===== src/rtl/hazard_ctrl_pkg.sv =====
`default_nettype none
// ============================================================================
// hazard_ctrl_pkg : opcode/funct constants, forwarding encodings, Tnew helper
// Rev 1.0
// ============================================================================
package hazard_ctrl_pkg;

   localparam logic [5:0] RTYPE  = 6'h00;
   localparam logic [5:0] R_ADDU = 6'h21;
   localparam logic [5:0] R_SUBU = 6'h23;
   localparam logic [5:0] R_JR   = 6'h08;
   localparam logic [5:0] ORI    = 6'h0d;
   localparam logic [5:0] LW     = 6'h23;
   localparam logic [5:0] SW     = 6'h2b;
   localparam logic [5:0] BEQ    = 6'h04;
   localparam logic [5:0] LUI    = 6'h0f;
   localparam logic [5:0] J      = 6'h02;
   localparam logic [5:0] JAL    = 6'h03;

   typedef enum logic [1:0] {
      FWD_GRF = 2'd0,
      FWD_E   = 2'd1,
      FWD_M   = 2'd2,
      FWD_W   = 2'd3
   } fwd_sel_e;

   localparam logic [1:0] TUSE_NONE = 2'd3;

   function automatic logic [1:0] tnew_dec(input logic [1:0] t);
      return (t == 2'd0) ? 2'd0 : t - 2'd1;
   endfunction

endpackage
`default_nettype wire


===== src/rtl/hazard_ctrl_if.sv =====
`default_nettype none
// ============================================================================
// hazard_ctrl_if : D-stage instruction in, stall/flush and forwarding selects out
// Rev 1.0
// ============================================================================
interface hazard_ctrl_if;
   logic [31:0] instr_d;
   logic        stall;
   logic        flush_e;
   logic [1:0]  fwd_d_rs;
   logic [1:0]  fwd_d_rt;
   logic [1:0]  fwd_e_rs;
   logic [1:0]  fwd_e_rt;
   logic        fwd_m_rt;

   modport master (
      output instr_d,
      input  stall, flush_e, fwd_d_rs, fwd_d_rt, fwd_e_rs, fwd_e_rt, fwd_m_rt
   );

   modport slave (
      input  instr_d,
      output stall, flush_e, fwd_d_rs, fwd_d_rt, fwd_e_rs, fwd_e_rt, fwd_m_rt
   );
endinterface
`default_nettype wire


===== src/rtl/hazard_ctrl_hz_classify.sv =====
`default_nettype none
// ============================================================================
// hz_classify : combinational instruction -> {rs, rt, wreg, Tuse(rs/rt), Tnew}
// Rev 1.0
// ============================================================================
module hz_classify
   import hazard_ctrl_pkg::*;
#(
   parameter int NREG_BITS = 5,
   parameter int RA_REG    = 31
) (
   input  wire logic [31:0]          i_instr,
   output logic      [NREG_BITS-1:0] o_rs,
   output logic      [NREG_BITS-1:0] o_rt,
   output logic      [NREG_BITS-1:0] o_wreg,
   output logic      [1:0]           o_tuse_rs,
   output logic      [1:0]           o_tuse_rt,
   output logic      [1:0]           o_tnew
);
   logic [5:0]           w_op;
   logic [5:0]           w_fn;
   logic [NREG_BITS-1:0] w_rs_f;
   logic [NREG_BITS-1:0] w_rt_f;
   logic [NREG_BITS-1:0] w_rd_f;
   logic                 w_unused_shamt;

   assign w_op           = i_instr[31:26];
   assign w_fn           = i_instr[5:0];
   assign w_rs_f         = NREG_BITS'(i_instr[25:21]);
   assign w_rt_f         = NREG_BITS'(i_instr[20:16]);
   assign w_rd_f         = NREG_BITS'(i_instr[15:11]);
   assign w_unused_shamt = ^i_instr[10:6];

   always_comb begin
      o_wreg    = '0;
      o_tuse_rs = TUSE_NONE;
      o_tuse_rt = TUSE_NONE;
      o_tnew    = 2'd0;
      case (w_op)
         RTYPE: begin
            if (w_fn == R_ADDU || w_fn == R_SUBU) begin
               o_wreg    = w_rd_f;
               o_tuse_rs = 2'd1;
               o_tuse_rt = 2'd1;
               o_tnew    = 2'd1;
            end else if (w_fn == R_JR) begin
               o_tuse_rs = 2'd0;
            end
         end
         ORI: begin
            o_wreg    = w_rt_f;
            o_tuse_rs = 2'd1;
            o_tnew    = 2'd1;
         end
         LUI: begin
            o_wreg = w_rt_f;
            o_tnew = 2'd1;
         end
         LW: begin
            o_wreg    = w_rt_f;
            o_tuse_rs = 2'd1;
            o_tnew    = 2'd2;
         end
         SW: begin
            o_tuse_rs = 2'd1;
            o_tuse_rt = 2'd2;
         end
         BEQ: begin
            o_tuse_rs = 2'd0;
            o_tuse_rt = 2'd0;
         end
         JAL: begin
            o_wreg = NREG_BITS'(RA_REG);
         end
         default: ;
      endcase
   end

   // Unread source fields read as $0 so they can never raise a hazard or a forward.
   assign o_rs = (o_tuse_rs != TUSE_NONE) ? w_rs_f : '0;
   assign o_rt = (o_tuse_rt != TUSE_NONE) ? w_rt_f : '0;

endmodule
`default_nettype wire


===== src/rtl/hazard_ctrl.sv =====
`default_nettype none
// ============================================================================
// hazard_ctrl : stall/flush and forwarding control for the D/E/M/W pipeline.
// Optional macro HAZARD_FWD_EN: forwarding + Tuse/Tnew stall; else pure interlock.
// Rev 1.0
// ============================================================================
module hazard_ctrl
   import hazard_ctrl_pkg::*;
#(
   parameter int NREG_BITS = 5,
   parameter int RA_REG    = 31
) (
   input  wire logic    clk,
   input  wire logic    reset,
   hazard_ctrl_if.slave bus
);
   logic [NREG_BITS-1:0] w_rs;
   logic [NREG_BITS-1:0] w_rt;
   logic [NREG_BITS-1:0] w_wreg;
   logic [1:0]           w_tuse_rs;
   logic [1:0]           w_tuse_rt;
   logic [1:0]           w_tnew;
   logic                 w_stall;

   logic [NREG_BITS-1:0] r_e_rs;
   logic [NREG_BITS-1:0] r_e_rt;
   logic [NREG_BITS-1:0] r_e_wreg;
   logic [1:0]           r_e_tnew;
   logic [NREG_BITS-1:0] r_m_rt;
   logic [NREG_BITS-1:0] r_m_wreg;
   logic [1:0]           r_m_tnew;
   logic [NREG_BITS-1:0] r_w_wreg;

   hz_classify #(
      .NREG_BITS (NREG_BITS),
      .RA_REG    (RA_REG)
   ) u_classify (
      .i_instr   (bus.instr_d),
      .o_rs      (w_rs),
      .o_rt      (w_rt),
      .o_wreg    (w_wreg),
      .o_tuse_rs (w_tuse_rs),
      .o_tuse_rt (w_tuse_rt),
      .o_tnew    (w_tnew)
   );

   always_ff @(posedge clk) begin
      if (reset) begin
         r_e_rs   <= '0;
         r_e_rt   <= '0;
         r_e_wreg <= '0;
         r_e_tnew <= '0;
         r_m_rt   <= '0;
         r_m_wreg <= '0;
         r_m_tnew <= '0;
         r_w_wreg <= '0;
      end else begin
         r_m_rt   <= r_e_rt;
         r_m_wreg <= r_e_wreg;
         r_m_tnew <= tnew_dec(r_e_tnew);
         r_w_wreg <= r_m_wreg;
         if (w_stall) begin
            r_e_rs   <= '0;
            r_e_rt   <= '0;
            r_e_wreg <= '0;
            r_e_tnew <= '0;
         end else begin
            r_e_rs   <= w_rs;
            r_e_rt   <= w_rt;
            r_e_wreg <= w_wreg;
            r_e_tnew <= w_tnew;
         end
      end
   end

`ifdef HAZARD_FWD_EN
   // A producer only blocks D if its value is not ready by the time D needs it.
   function automatic logic src_hazard(input logic [NREG_BITS-1:0] src, input logic [1:0] tuse);
      return (tuse != TUSE_NONE) && (src != '0) &&
             (((r_e_wreg == src) && (r_e_tnew > tuse)) ||
              ((r_m_wreg == src) && (r_m_tnew > tuse)));
   endfunction

   function automatic fwd_sel_e sel_d(input logic [NREG_BITS-1:0] src);
      if (src == '0)                                return FWD_GRF;
      if ((r_e_wreg == src) && (r_e_tnew == 2'd0))  return FWD_E;
      if ((r_m_wreg == src) && (r_m_tnew == 2'd0))  return FWD_M;
      if (r_w_wreg == src)                          return FWD_W;
      return FWD_GRF;
   endfunction

   function automatic fwd_sel_e sel_e(input logic [NREG_BITS-1:0] src);
      if (src == '0)                                return FWD_GRF;
      if ((r_m_wreg == src) && (r_m_tnew == 2'd0))  return FWD_M;
      if (r_w_wreg == src)                          return FWD_W;
      return FWD_GRF;
   endfunction

   assign bus.fwd_d_rs = reset ? FWD_GRF : sel_d(w_rs);
   assign bus.fwd_d_rt = reset ? FWD_GRF : sel_d(w_rt);
   assign bus.fwd_e_rs = reset ? FWD_GRF : sel_e(r_e_rs);
   assign bus.fwd_e_rt = reset ? FWD_GRF : sel_e(r_e_rt);
   assign bus.fwd_m_rt = ~reset & (r_m_rt != '0) & (r_m_rt == r_w_wreg);
`else
   // No bypass paths: any in-flight writer in E or M holds D until it reaches W.
   function automatic logic src_hazard(input logic [NREG_BITS-1:0] src, input logic [1:0] tuse);
      return (tuse != TUSE_NONE) && (src != '0) &&
             ((r_e_wreg == src) || (r_m_wreg == src));
   endfunction

   logic w_unused;
   assign w_unused = ^{r_e_rs, r_e_rt, r_e_tnew, r_m_rt, r_m_tnew, r_w_wreg};

   assign bus.fwd_d_rs = FWD_GRF;
   assign bus.fwd_d_rt = FWD_GRF;
   assign bus.fwd_e_rs = FWD_GRF;
   assign bus.fwd_e_rt = FWD_GRF;
   assign bus.fwd_m_rt = 1'b0;
`endif

   assign w_stall     = src_hazard(w_rs, w_tuse_rs) | src_hazard(w_rt, w_tuse_rt);
   assign bus.stall   = w_stall & ~reset;
   assign bus.flush_e = w_stall & ~reset;

endmodule
`default_nettype wire


===== src/flat_wrapper.sv =====
// flat-port wrapper written by rule: the top's interface ports become plain ports
module hazard_ctrl_flat import hazard_ctrl_pkg::*;
#(
   parameter int NREG_BITS = 5,
   parameter int RA_REG    = 31
)
  (clk, reset, bus_instr_d, bus_stall, bus_flush_e, bus_fwd_d_rs, bus_fwd_d_rt, bus_fwd_e_rs, bus_fwd_e_rt, bus_fwd_m_rt);
  hazard_ctrl_if bus_i ();
  input  wire logic clk;
  input  wire logic reset;
  input wire logic [$bits(bus_i.instr_d)-1:0] bus_instr_d;
  output wire logic [$bits(bus_i.stall)-1:0] bus_stall;
  output wire logic [$bits(bus_i.flush_e)-1:0] bus_flush_e;
  output wire logic [$bits(bus_i.fwd_d_rs)-1:0] bus_fwd_d_rs;
  output wire logic [$bits(bus_i.fwd_d_rt)-1:0] bus_fwd_d_rt;
  output wire logic [$bits(bus_i.fwd_e_rs)-1:0] bus_fwd_e_rs;
  output wire logic [$bits(bus_i.fwd_e_rt)-1:0] bus_fwd_e_rt;
  output wire logic [$bits(bus_i.fwd_m_rt)-1:0] bus_fwd_m_rt;
  assign bus_i.instr_d = bus_instr_d;
  assign bus_stall = bus_i.stall;
  assign bus_flush_e = bus_i.flush_e;
  assign bus_fwd_d_rs = bus_i.fwd_d_rs;
  assign bus_fwd_d_rt = bus_i.fwd_d_rt;
  assign bus_fwd_e_rs = bus_i.fwd_e_rs;
  assign bus_fwd_e_rt = bus_i.fwd_e_rt;
  assign bus_fwd_m_rt = bus_i.fwd_m_rt;
  hazard_ctrl #(.NREG_BITS(NREG_BITS), .RA_REG(RA_REG)) u_core (.clk(clk), .reset(reset), .bus(bus_i));
endmodule

===== config.mk =====
export PLATFORM = sky130hd
export DESIGN_NAME = hazard_ctrl_flat
export DESIGN_NICKNAME = d
export VERILOG_FILES = /design/src/rtl/hazard_ctrl_pkg.sv /design/src/rtl/hazard_ctrl_if.sv /design/src/rtl/hazard_ctrl_hz_classify.sv /design/src/rtl/hazard_ctrl.sv /design/src/flat_wrapper.sv
export SDC_FILE = /design/constraint.sdc
export NUM_CORES = 1
export LEC_CHECK = 0
export CORE_MARGIN = 10
export CORE_UTILIZATION = 41
export DETAILED_ROUTE_END_ITERATION = 12
export PLACE_DENSITY = 0.81
export SKIP_CTS_REPAIR_TIMING = 1
export SLEW_MARGIN = 5
export SYNTH_ARGS = -nofsm -noshare
export SYNTH_HDL_FRONTEND = slang
export SYNTH_SLANG_ARGS = --single-unit

===== constraint.sdc =====
create_clock -name clk -period 2.5 [get_ports clk]
set_input_delay 0.5 -clock clk [delete_from_list [all_inputs] [get_ports clk]]
set_output_delay 0.5 -clock clk [all_outputs]
set_load 0.005 [all_outputs]

# Word-level counts from Yosys, hierarchy flattened
# Cells that the tools add are included.
dict set report word_totals {
  register_bits 10
  latch_bits 0
  ramBits 0
  rom_bits 0
  in_bits 34
  out_inout_bits 11
  word_cells 42
  memories 0
}
dict set report classes {
  add_sub_neg 0
  mul 0
  div_mod_pow 0
  order_cmp 0
  n_eq_ne 15
  shifts 0
  n_mux 9
  bitwise 3
  n_reduce_logical 13
}
# op n
set ops {}
lappend ops {{6-bit equality test, second input constant} 4}
lappend ops {{5-bit equality test} 4}
lappend ops {{6-bit by 4-bit equality test with 1-bit output, second input constant} 3}
lappend ops {{5-bit 2-to-1 mux} 3}
lappend ops {{5-bit case mux with 3 select lines} 1}
lappend ops {{2-bit case mux with 3 select lines} 2}
lappend ops {{5-bit nonzero test} 2}
lappend ops {{6-bit by 2-bit equality test with 1-bit output, second input constant} 1}
lappend ops {{6-bit by 3-bit equality test with 1-bit output, second input constant} 1}
lappend ops {{6-bit zero test} 1}
lappend ops {{2-bit 2-to-1 mux} 3}
lappend ops {{3-bit OR reduction} 2}
lappend ops {{1-bit logical AND} 4}
lappend ops {{2-bit inequality test, second input constant} 2}
lappend ops {{1-bit logical OR} 3}
lappend ops {{2-bit OR reduction} 1}
lappend ops {{1-bit bitwise AND} 1}
lappend ops {{1-bit inverter} 1}
lappend ops {{1-bit bitwise OR} 1}

# Logic depth before layout (Yosys ltp)
# Gate-level depths: netlist (run 1).
dict set report depth {
  word_depth 11
  depth_mapped 7
  depth_no_buf 6
}

# Hierarchy
# From an unflattened synthesis (run 1), not the netlist that was laid out.
dict set report hier_totals {
  hier_cells 126
  area_unflattened_um2 1046.0
}
# module instances cells_per_inst area_per_inst_um2 seq_area_each_um2
set by_module_without_submodules {}
lappend by_module_without_submodules {hazard_ctrl 1 70 640.6 200.2}
lappend by_module_without_submodules {hz_classify 1 56 405.4 0.0}

# Worst setup path before layout (run 1)
# No wires, ideal clock.
dict set report synth_path {
  path_kind {input port to output port}
  startpoint {input port bus_instr_d[30]}
  endpoint {output port bus_stall}
  t_arrival_ps 1822
  required_time_ps 2000
  setup_slack_ps 178
  stages 7
  n_path_buf 1
  path_cell_list {or3_4 -> nor2_1 -> a2bb2oi_1 -> o21ai_2 -> nor4_1 -> o21ba_1 -> buf_4}
}
dict set report synth_via {
  elab_chain_cells 10
  word_cells_on_any_way 26
  cone_classes {10 x eq/ne; 4 x mux; 2 x bitwise; 10 x reduce/logical}
}
# item line
set synth_lines {}
lappend synth_lines {{start, declared} flat_wrapper.sv:11} ;# input wire logic [$bits(bus_i.instr_d)-1:0] bus_instr_d;
lappend synth_lines {{6-bit equality test or 6-bit by 4-bit equality test with 1-bit output (tied branches)} hazard_ctrl_hz_classify.sv:39} ;# case (w_op)
lappend synth_lines {{3-bit OR reduction (no source line)} -}
lappend synth_lines {{2-bit case mux with 3 select lines} hazard_ctrl_hz_classify.sv:39}
lappend synth_lines {{2-bit inequality test} {hazard_ctrl_hz_classify.sv:80, hazard_ctrl.sv:107}}
lappend synth_lines {{5-bit 2-to-1 mux} hazard_ctrl_hz_classify.sv:80} ;# assign o_rs = (o_tuse_rs != TUSE_NONE) ? w_rs_f : '0;
lappend synth_lines {{5-bit equality test or 5-bit nonzero test (tied branches)} {hazard_ctrl.sv:108, hazard_ctrl.sv:107}}
lappend synth_lines {{1-bit logical OR or 1-bit logical AND (tied branches)} {hazard_ctrl.sv:108, hazard_ctrl.sv:107}}
lappend synth_lines {{1-bit logical AND} hazard_ctrl.sv:107} ;# return (tuse != TUSE_NONE) && (src != '0) &&
lappend synth_lines {{1-bit bitwise OR *} hazard_ctrl.sv:121} ;# assign w_stall = src_hazard(w_rs, w_tuse_rs) | src_hazard(w_rt, w_tuse_rt);
lappend synth_lines {{1-bit bitwise AND *} -}
lappend synth_lines {{end, declared} flat_wrapper.sv:12} ;# output wire logic [$bits(bus_i.stall)-1:0] bus_stall;
# Mark *: on every way between the ends. The rest lies on a longest branch, timed or not.

# Final worst setup path (run 1)
dict set report layout_path {
  startpoint {input port bus_instr_d[28]}
  endpoint {output port bus_flush_e}
}
dict set report layout_via {
  elab_chain_cells 10
  word_cells_on_any_way 26
  cone_classes {10 x eq/ne; 4 x mux; 2 x bitwise; 10 x reduce/logical}
}
# item line
set layout_lines {}
lappend layout_lines {{6-bit equality test or 6-bit by 4-bit equality test with 1-bit output (tied branches)} hazard_ctrl_hz_classify.sv:39}
lappend layout_lines {{3-bit OR reduction (no source line)} -}
lappend layout_lines {{2-bit case mux with 3 select lines} hazard_ctrl_hz_classify.sv:39}
lappend layout_lines {{2-bit inequality test} {hazard_ctrl_hz_classify.sv:80, hazard_ctrl.sv:107}}
lappend layout_lines {{5-bit 2-to-1 mux} hazard_ctrl_hz_classify.sv:80}
lappend layout_lines {{5-bit equality test or 5-bit nonzero test (tied branches)} {hazard_ctrl.sv:108, hazard_ctrl.sv:107}}
lappend layout_lines {{1-bit logical OR or 1-bit logical AND (tied branches)} {hazard_ctrl.sv:108, hazard_ctrl.sv:107}}
lappend layout_lines {{1-bit logical AND} hazard_ctrl.sv:107}
lappend layout_lines {{1-bit bitwise OR *} hazard_ctrl.sv:121}
lappend layout_lines {{1-bit bitwise AND *} hazard_ctrl.sv:123} ;# assign bus.flush_e = w_stall & ~reset;
lappend layout_lines {{end, declared} flat_wrapper.sv:13} ;# output wire logic [$bits(bus_i.flush_e)-1:0] bus_flush_e;
# Marked as above.

==> results of run 1 <==
## layout make-up
| type | count | area (µm²) |
|---|---|---|
| Fill cell | 174 | 626 |
| Sequential cell | 10 | 200 |
| Clock buffer | 4 | 36.3 |
| Inverter | 1 | 3.75 |
| Tap cell | 28 | 35.0 |
| Timing Repair Buffer | 59 | 534 |
| Multi-Input combinational cell | 97 | 777 |
## state kept, by name, indices dropped and copies added (netlist names)
signal           flops
u_core.r_e_wreg      5
u_core.r_m_wreg      5
## cells in the final DEF, fill, tap and decap left out, types with 4 or more instances in the layout
cell type        count
conb_1               9
nor3_1               4
nor2b_1              5
dlymetal6s2s_1      11
clkbuf_2             5
buf_4               26
clkdlybuf4s50_1     12
buf_6                5
dfxtp_1             10
a211oi_1             5
and3_1               6
nor4_1               6
xnor2_1             11
xor2_1               7
## per-stage QoR
step           setup WS (ns)  instances  utilization (%)  hold slack [ns]
2_1_floorplan          0.178        119                -            0.471
3_3_place_gp          -0.645        189             63.8            0.501
3_5_place_dp          -0.804        189             63.8            0.509
4_1_cts               -0.816        193             65.4            0.517
5_1_grt               -0.304        199             71.7            0.533
6_report              -0.151        199             71.7            0.519
## critical path, stage by stage
cell      delay (ns)
buf_6           0.09
nand4b_1        0.27
o211ai_1        0.29
buf_4           0.19
a21oi_2         0.06
a21boi_4        0.15
nor4_2          0.24
o21ba_4         0.19
buf_6           0.09
buf_6           0.08
## worst min path at each step
stage                     slack [ns]                     startpoint  cells after the start                             to
final                           0.52  u_core.r_e_wreg[1]$_SDFF_PP0_                      1  u_core.r_m_wreg[1]$_SDFF_PP0_
after global routing            0.53  u_core.r_e_wreg[4]$_SDFF_PP0_                      1  u_core.r_m_wreg[4]$_SDFF_PP0_
after CTS                       0.52  u_core.r_e_wreg[4]$_SDFF_PP0_                      1  u_core.r_m_wreg[4]$_SDFF_PP0_
after detailed placement        0.51  u_core.r_e_wreg[4]$_SDFF_PP0_                      1  u_core.r_m_wreg[4]$_SDFF_PP0_
after global placement          0.50  u_core.r_e_wreg[4]$_SDFF_PP0_                      1  u_core.r_m_wreg[4]$_SDFF_PP0_
after floorplan                 0.47  u_core.r_e_wreg[2]$_SDFF_PP0_                      2  u_core.r_m_wreg[2]$_SDFF_PP0_
## power by group through the flow
stage	Sequential, W	Clock, W	Combinational, W
after floorplan	0.000166	0	0.0000578
after global placement	0.000167	0	0.000134
after detailed placement	0.000167	0	0.000138
after CTS	0.000163	0.000151	0.000139
after global routing	0.000163	0.000161	0.000159
final	0.000163	0.000156	0.000148
## per-layer routing
| metal | global-route usage (%) | up-vias |
|---|---|---|
| met5 | 0 | - |
| met4 | 8.79 | 0 |
| met3 | 3.59 | 8 |
| met2 | 23.5 | 43 |
| met1 | 13.2 | 503 |
| li1 | - | 513 |
## logic make-up after synthesis
family	Yosys count	synth area share [%]
buffers and inverters	12	8.67
DFF	10	21.0
and+or+nand+nor	48	33.5
xor gates and xnor gates	18	16.6
muxes	1	1.18
AOI/OAI and AO/OA	21	18.7
other	1	0.394
==> impl_metrics.tcl, run 1 <==
set metrics [dict create \
    status "finished, violations left" \
    violations "setup timing" \
    ff2ff_setup_slack_ns 0.77 \
    place_area_um2 1410 \
    clock_sinks 10 \
    synth-seq-area-share_pct 21.0 \
    p_per_area_nw_per_um2 294 \
    crit_type "input pin to output port" \
    maxSlewViolCount 0 \
    cts_root_buffer "clkbuf_4" \
    io_pins 45 \
    hold_path.class "flip-flop to flip-flop" \
    insertion_delay_ns 0.29 \
    crit-reg2reg-launch "u_core.r_e_wreg[0]$_SDFF_PP0_" \
    die_h_um 68.2 \
    clkPwrFrac_pct 33.4 \
    drt_iter0_drc 52 \
    synth_flop_cell "dfxtp_1" \
    numCtsBuffers 3 \
    cts_max_path_buffers 2 \
    reg2reg_to "u_core.r_e_wreg[0]$_SDFF_PP0_" \
    vias 1067 \
    postSynthCellCount 111 \
    reg2regPathDepth 6 \
    switching_share_pct 28.3 \
    first_pass_iters 5 \
    power.internal_w 0.000335 \
    grt_max_degree 11 \
    grt_pass1_vias 1054 \
    yosys.cell_count.top_type "xnor2_1" \
    setup_tns_ns -0.254 \
    layout-drive-gt1-share_pct 36.8 \
    via_per_inst 5.36 \
    fmax_mhz 377 \
    drv_cap 0 \
    top_layer "met4" \
    yosysWarnings 0 \
    worstPathRequired_ns 2.00 \
    clk_pin_slew_ns 0.07 \
    cp-startpoint "bus_instr_d[28]" \
    antenna_found_initial 0 \
    nNetsFinal 206 \
    clock_skew_ns 0.00603 \
    wl_met3_um 232 \
    synth_edf_count 0 \
    cts_tree "yes" \
    setup_violations 2 \
    dpl.hpwl_um 2550 \
    finalCritPeriodShare_pct 106 \
    ys_seq_elements 10 \
    wl_um 3400 \
    critPathCaptureType "output port" \
    p_sw_w 0.000132 \
    drcViolationCount 0 \
    drtAntennaViolNets 0 \
    die_area_um2 4650 \
    grt_setup_unrepaired "yes" \
    startpoint_type "input pin" \
    finalHoldViolCount 0 \
    fin_ws_ns -0.151 \
    cp-endpoint "bus_flush_e" \
    synth_commonest_cells "xnor2_1, buf_4, dfxtp_1" \
    seq_power_share_pct 34.9 \
    routedWlPerCell_um 17.1 \
    peakVddDrop_mv 0.210 \
    synth_top_area_share_pct 21.0 \
    cp.arrival_ns 2.15 \
    finalInstanceArea_um2 1590 \
    p_leak_nw 0.739 \
    routed-wl-met2_um 1790 \
    area_delta_synth_final_pct 66.6 \
    min_period_ns 2.65 \
    wl_met1_um 1280 \
    netlist_area_um2 952 \
    synth_cell_types 40 \
    htreeDepth 1 \
    async_flop_share_pct 0 \
    coreArea_um2 2210 \
    combinationalPowerShare_pct 31.7 \
    syn_avg_cell_area_um2 8.58 \
    synthTopCellsByArea "dfxtp_1, xnor2_1, buf_4, xor2_1, nor4_1" \
    p_total_w 0.000467 \
    synth_top_area_cell "dfxtp_1" \
    die_x_um 68.2 \
    crit_path_max_fanout 3 \
    antennaDiodeCount 0 \
    initial_core_util_pct 43.0 \
    overflow 0 \
    io_buffers 30 \
    rows 17 \
    grt.total_usage_pct 13.2 \
    globalplace.congestion 0.848 \
    grt_pass1_wl_um 4690 \
]
Power figures use the tool's default switching activity.
==> run 2: changes to the inputs <==
--- a/config.mk
+++ b/config.mk
@@ -9,2 +9,3 @@
 export CORE_UTILIZATION = 41
+export CTS_CLUSTER_SIZE = 24
 export DETAILED_ROUTE_END_ITERATION = 12
==> constraint.sdc (replaced) <==
create_clock -name clk -period 2.5 [get_ports clk]
set_input_delay 0.375 -clock clk [delete_from_list [all_inputs] [get_ports clk]]
set_output_delay 0.375 -clock clk [all_outputs]
set_load 0.005 [all_outputs]
==> run 2 against run 1 <==
Against the previous run: the run now ends clean; count of clock-buffer cells in the layout did not move; fmax rose by 7.4%; register-to-register slack got worse by 0.03 ns; first-iteration DRC count fell by 12%; worst hold slack improved by 0.0044 ns; design area rose by 0.87%; die area did not move; core utilization rose by 0.62 points; sequential cell count did not move.
==> impl_metrics.tcl, run 2 (synthesized netlist as in run 1, its figures left out) <==
set metrics [dict create \
    status "complete, no violations" \
    critPathCaptureType "output port" \
    peakVddDrop_mv 0.210 \
    switching_share_pct 28.0 \
    cp.arrival_ns 2.09 \
    crit_path_max_fanout 2 \
    hold_path.class "flip-flop to flip-flop" \
    insertion_delay_ns 0.29 \
    place_ws_ns -0.563 \
    cts_root_buffer "clkbuf_4" \
    htreeDepth 1 \
    routed-wl-met2_um 1720 \
    wl_met1_um 1220 \
    clkPwrFrac_pct 33.4 \
    p_per_area_nw_per_um2 290 \
    die_x_um 68.2 \
    clk_pin_slew_ns 0.07 \
    via_per_inst 5.42 \
    hold_depth 1 \
    routedWlPerCell_um 16.8 \
    clock_skew_ns 0.00922 \
    grt_pass1_vias 1067 \
    drtAntennaViolNets 0 \
    drcViolationCount 0 \
    setup_violations 0 \
    wl_um 3340 \
    reg2regPathDepth 6 \
    clock_sinks 10 \
    numCtsBuffers 3 \
    nFillCells 179 \
    io_buffers 30 \
    combinationalPowerShare_pct 31.5 \
    finalHoldViolCount 0 \
    maxSlewViolCount 0 \
    cts_max_path_buffers 2 \
    rows 17 \
    min_period_ns 2.47 \
    finalCritPeriodShare_pct 98.7 \
    first_pass_iters 4 \
    seq_power_share_pct 35.1 \
    grt_max_degree 11 \
    die_h_um 68.2 \
    p_sw_w 0.000130 \
    worstPathRequired_ns 2.12 \
    antennaDiodeCount 0 \
    nNetsFinal 205 \
    globalplace.congestion 0.848 \
    grt.total_usage_pct 13.3 \
    fin_ws_ns 0.0323 \
    vias 1074 \
    p_leak_nw 0.776 \
    grt_pass1_wl_um 4750 \
    drt_iter0_drc 46 \
    fmax_mhz 405 \
    top_layer "met4" \
    mostFrequentLayoutCells "buf_4, dlymetal6s2s_1, clkdlybuf4s50_1" \
    drv_cap 0 \
    startpoint_type "input pin" \
    coreArea_um2 2210 \
    final_common_cell "buf_4" \
    setup_tns_ns 0 \
    die_area_um2 4650 \
    initial_core_util_pct 43.0 \
    layout-drive-gt1-share_pct 31.8 \
    crit_type "input pin to output port" \
    io_pins 45 \
    reg_top3 "u_core.r_e_wreg (5), u_core.r_m_wreg (5)" \
    overflow 0 \
    dpl.hpwl_um 2520 \
    antenna_found_initial 0 \
    area_delta_synth_final_pct 68.1 \
    cts_tree "yes" \
    power.internal_w 0.000335 \
    wl_met3_um 276 \
]
[run 2: cell types whose count changed in the layout (fill, tap and decap cells not counted), sizes merged]
cell and change:
clkbuf -5, dlymetal6s2s +6, buf -2
[run 2: worst max-delay path, cell delays in order]
cell             delay [ns]
clkdlybuf4s50_1        0.40
nor4b_1                0.33
o21ai_0                0.14
a221o_1                0.35
o22ai_2                0.15
o21ba_4                0.16
buf_4                  0.11
buf_6                  0.09
[run 2: metrics by stage]
stage	hold slack, ns	std cells	util [%]	instance area [µm²]	total power (W)
2_1_floorplan	0.447	119	-	982	0.000224
3_3_place_gp	0.502	189	63.8	1410	0.000300
3_5_place_dp	0.508	189	63.8	1410	0.000304
4_1_cts	0.520	193	65.4	1450	0.000453
5_1_grt	0.533	198	72.3	1600	0.000483
6_report	0.523	198	72.3	1600	0.000465
[run 2: power by group through the flow]
stage / logic (W) / clock network [W] / registers, W
floorplan: 0.0000578 / 0 / 0.000166
global placement: 0.000134 / 0 / 0.000167
detailed placement: 0.000137 / 0 / 0.000167
CTS: 0.000138 / 0.000152 / 0.000163
global route: 0.000157 / 0.000163 / 0.000163
finish: 0.000146 / 0.000155 / 0.000163
[run 2: final timing paths]
kind,startpoint,endpoint,slack [ns]
min,u_core.r_e_wreg[1]$_SDFF_PP0_,u_core.r_m_wreg[1]$_SDFF_PP0_,0.52
max reg2reg,u_core.r_e_wreg[0]$_SDFF_PP0_,u_core.r_e_wreg[0]$_SDFF_PP0_,0.74
min reg2reg,u_core.r_e_wreg[1]$_SDFF_PP0_,u_core.r_m_wreg[1]$_SDFF_PP0_,0.52
max,bus_instr_d[1],bus_flush_e,0.03
[run 2: routing by layer]
metal | GRT usage, % | up-vias
li1 | - | 510
met1 | 13.2 | 501
met2 | 23.0 | 53
met3 | 4.08 | 10
met4 | 9.55 | 0
met5 | 0 | -
[run 2: layout make-up]
type | count | area (µm²) | share of cell area [%]
clock buffer | 4 | 36.3 | 2.27
tap | 28 | 35.0 | 2.19
timing repair buffer | 58 | 558 | 34.9
multi-input combinational | 97 | 767 | 47.9
sequential | 10 | 200 | 12.5
inverter | 1 | 3.75 | 0.235
==> run 3: changes to the inputs <==
==> constraint.sdc (replaced) <==
create_clock -name clk -period 2.5 [get_ports clk]
set_input_delay 0.25 -clock clk [delete_from_list [all_inputs] [get_ports clk]]
set_output_delay 0.25 -clock clk [all_outputs]
set_load 0.005 [all_outputs]
==> run 3 against run 2 <==
Against the previous run: critical path depth is 2 higher; critical path type unchanged; critical endpoint unchanged; combinational power is 3% lower; largest cell class unchanged; clock power is 3% lower; via count is 3.3% lower; wire length is 5.8% lower.
==> impl_metrics.tcl, run 3 (synthesized netlist as in run 1, its figures left out) <==
set metrics [dict create \
    clock_skew_ns 0.00472 \
    numCtsBuffers 3 \
    grt_pass1_vias 1106 \
    crit_type "input pin to output port" \
    io_buffers 30 \
    drcViolationCount 0 \
    drtAntennaViolNets 0 \
    via_per_inst 5.38 \
    die_x_um 68.2 \
    die_area_um2 4650 \
    io_pins 45 \
    die_h_um 68.2 \
    antenna_found_initial 0 \
    routed-wl-met2_um 1570 \
    hold_depth 1 \
    reg2reg_to "u_core.r_e_wreg[0]$_SDFF_PP0_" \
    final_common_cell "clkdlybuf4s50_1" \
    cp-startpoint "bus_instr_d[30]" \
    holdCritStartpoint "u_core.r_e_wreg[1]$_SDFF_PP0_" \
    cts_max_path_buffers 2 \
    ff2ff_setup_slack_ns 0.63 \
    antennaDiodeCount 0 \
    setup_tns_ns 0 \
    htreeDepth 1 \
    initial_core_util_pct 43.0 \
    drv_cap 0 \
    globalplace.congestion 0.900 \
    clock_sinks 10 \
    maxSlewViolCount 0 \
    worstPathRequired_ns 2.25 \
    coreArea_um2 2210 \
    mostFrequentLayoutCells "clkdlybuf4s50_1, buf_4, xnor2_1" \
    hold_path.class "flip-flop to flip-flop" \
    reg_top3 "u_core.r_e_wreg (5), u_core.r_m_wreg (5)" \
    insertion_delay_ns 0.28 \
    cp.arrival_ns 2.16 \
    startpoint_type "input pin" \
    first_pass_iters 4 \
    whs_endpoint "u_core.r_m_wreg[1]$_SDFF_PP0_" \
    drt_iter0_drc 35 \
    rows 17 \
    finalHoldViolCount 0 \
    p_per_area_nw_per_um2 310 \
    crit-reg2reg-launch "u_core.r_e_wreg[0]$_SDFF_PP0_" \
    wl_um 3140 \
    routedWlPerCell_um 16.3 \
    wl_met1_um 1200 \
    grt.total_usage_pct 13.2 \
    finalCritPeriodShare_pct 96.3 \
    area_delta_synth_final_pct 54.1 \
    nNetsFinal 200 \
    crit_path_max_fanout 3 \
    grt_pass1_wl_um 4840 \
    clk_pin_slew_ns 0.06 \
    p_leak_nw 0.611 \
    wl_met3_um 293 \
    grt_max_degree 11 \
    top_layer "met4" \
    critPathCaptureType "output port" \
    dpl.hpwl_um 2610 \
    min_period_ns 2.41 \
    setup_violations 0 \
    fmax_mhz 415 \
    overflow 0 \
    status "complete, no violations" \
    peakVddDrop_mv 0.227 \
    cts_root_buffer "clkbuf_4" \
    cts_tree "yes" \
    layout-drive-gt1-share_pct 25.5 \
    reg2regPathDepth 6 \
    vias 1039 \
    p_total_w 0.000455 \
    grt_setup_unrepaired "no" \
]
-- run 3: cell count changes in the layout (fill, tap and decap cells not counted), moves of 3 or more --
cell,change
nor2_1,+3
buf_4,-4
clkdlybuf4s50_1,+16
nor2_2,-3
dlymetal6s2s_1,-15
-- run 3: worst max-delay path, cell delays in order --
cell             delay, ns
clkdlybuf4s50_1       0.43
buf_4                 0.15
nand2b_1              0.16
o211ai_1              0.33
buf_4                 0.17
nand2b_1              0.08
a21boi_4              0.15
nor4_2                0.06
o21ba_2               0.22
dlymetal6s2s_1        0.15
-- run 3: through the flow --
| step | worst slack (ns) | instance area, µm² | util (%) | std cells | hold slack [ns] |
|---|---|---|---|---|---|
| 4_1_cts | -0.231 | 1440 | 65.1 | 192 | 0.516 |
| 6_report | 0.0913 | 1470 | 66.3 | 193 | 0.521 |
| 2_1_floorplan | 0.678 | 982 | - | 119 | 0.322 |
| 3_5_place_dp | -0.225 | 1400 | 63.5 | 188 | 0.507 |
| 3_3_place_gp | -0.175 | 1400 | 63.5 | 188 | 0.502 |
| 5_1_grt | 0.0137 | 1470 | 66.3 | 193 | 0.540 |
-- run 3: cell type report --
| type | instances | area, µm² |
|---|---|---|
| repair buffers | 53 | 478 |
| fillers | 199 | 744 |
| multi-input cells | 97 | 714 |
| clock buffers | 4 | 36.3 |
| flip-flops and latches | 10 | 200 |
| inverters | 1 | 3.75 |
| well taps | 28 | 35.0 |
-- run 3: worst max-delay path by stage --
stage                        endpoint  slack [ns]  cells past startpoint
final                     bus_flush_e        0.09                     10
after global routing      bus_flush_e        0.01                     10
after CTS                 bus_flush_e       -0.23                      8
after detailed placement  bus_flush_e       -0.22                      9
after global placement    bus_flush_e       -0.18                      8
after floorplan             bus_stall        0.68                      7
-- run 3: power by group --
part,switching (W),internal [W]
sequential,0.00000211,0.000161
combinational,0.0000576,0.0000831
clock,0.0000620,0.0000888
total,0.000122,0.000333
-- run 3: routing by layer --
| layer | up-vias | global-route usage [%] |
|---|---|---|
| li1 | 504 | - |
| met1 | 484 | 12.8 |
| met2 | 42 | 24.2 |
| met3 | 9 | 4.89 |
| met4 | 0 | 6.53 |
| met5 | - | 0 |
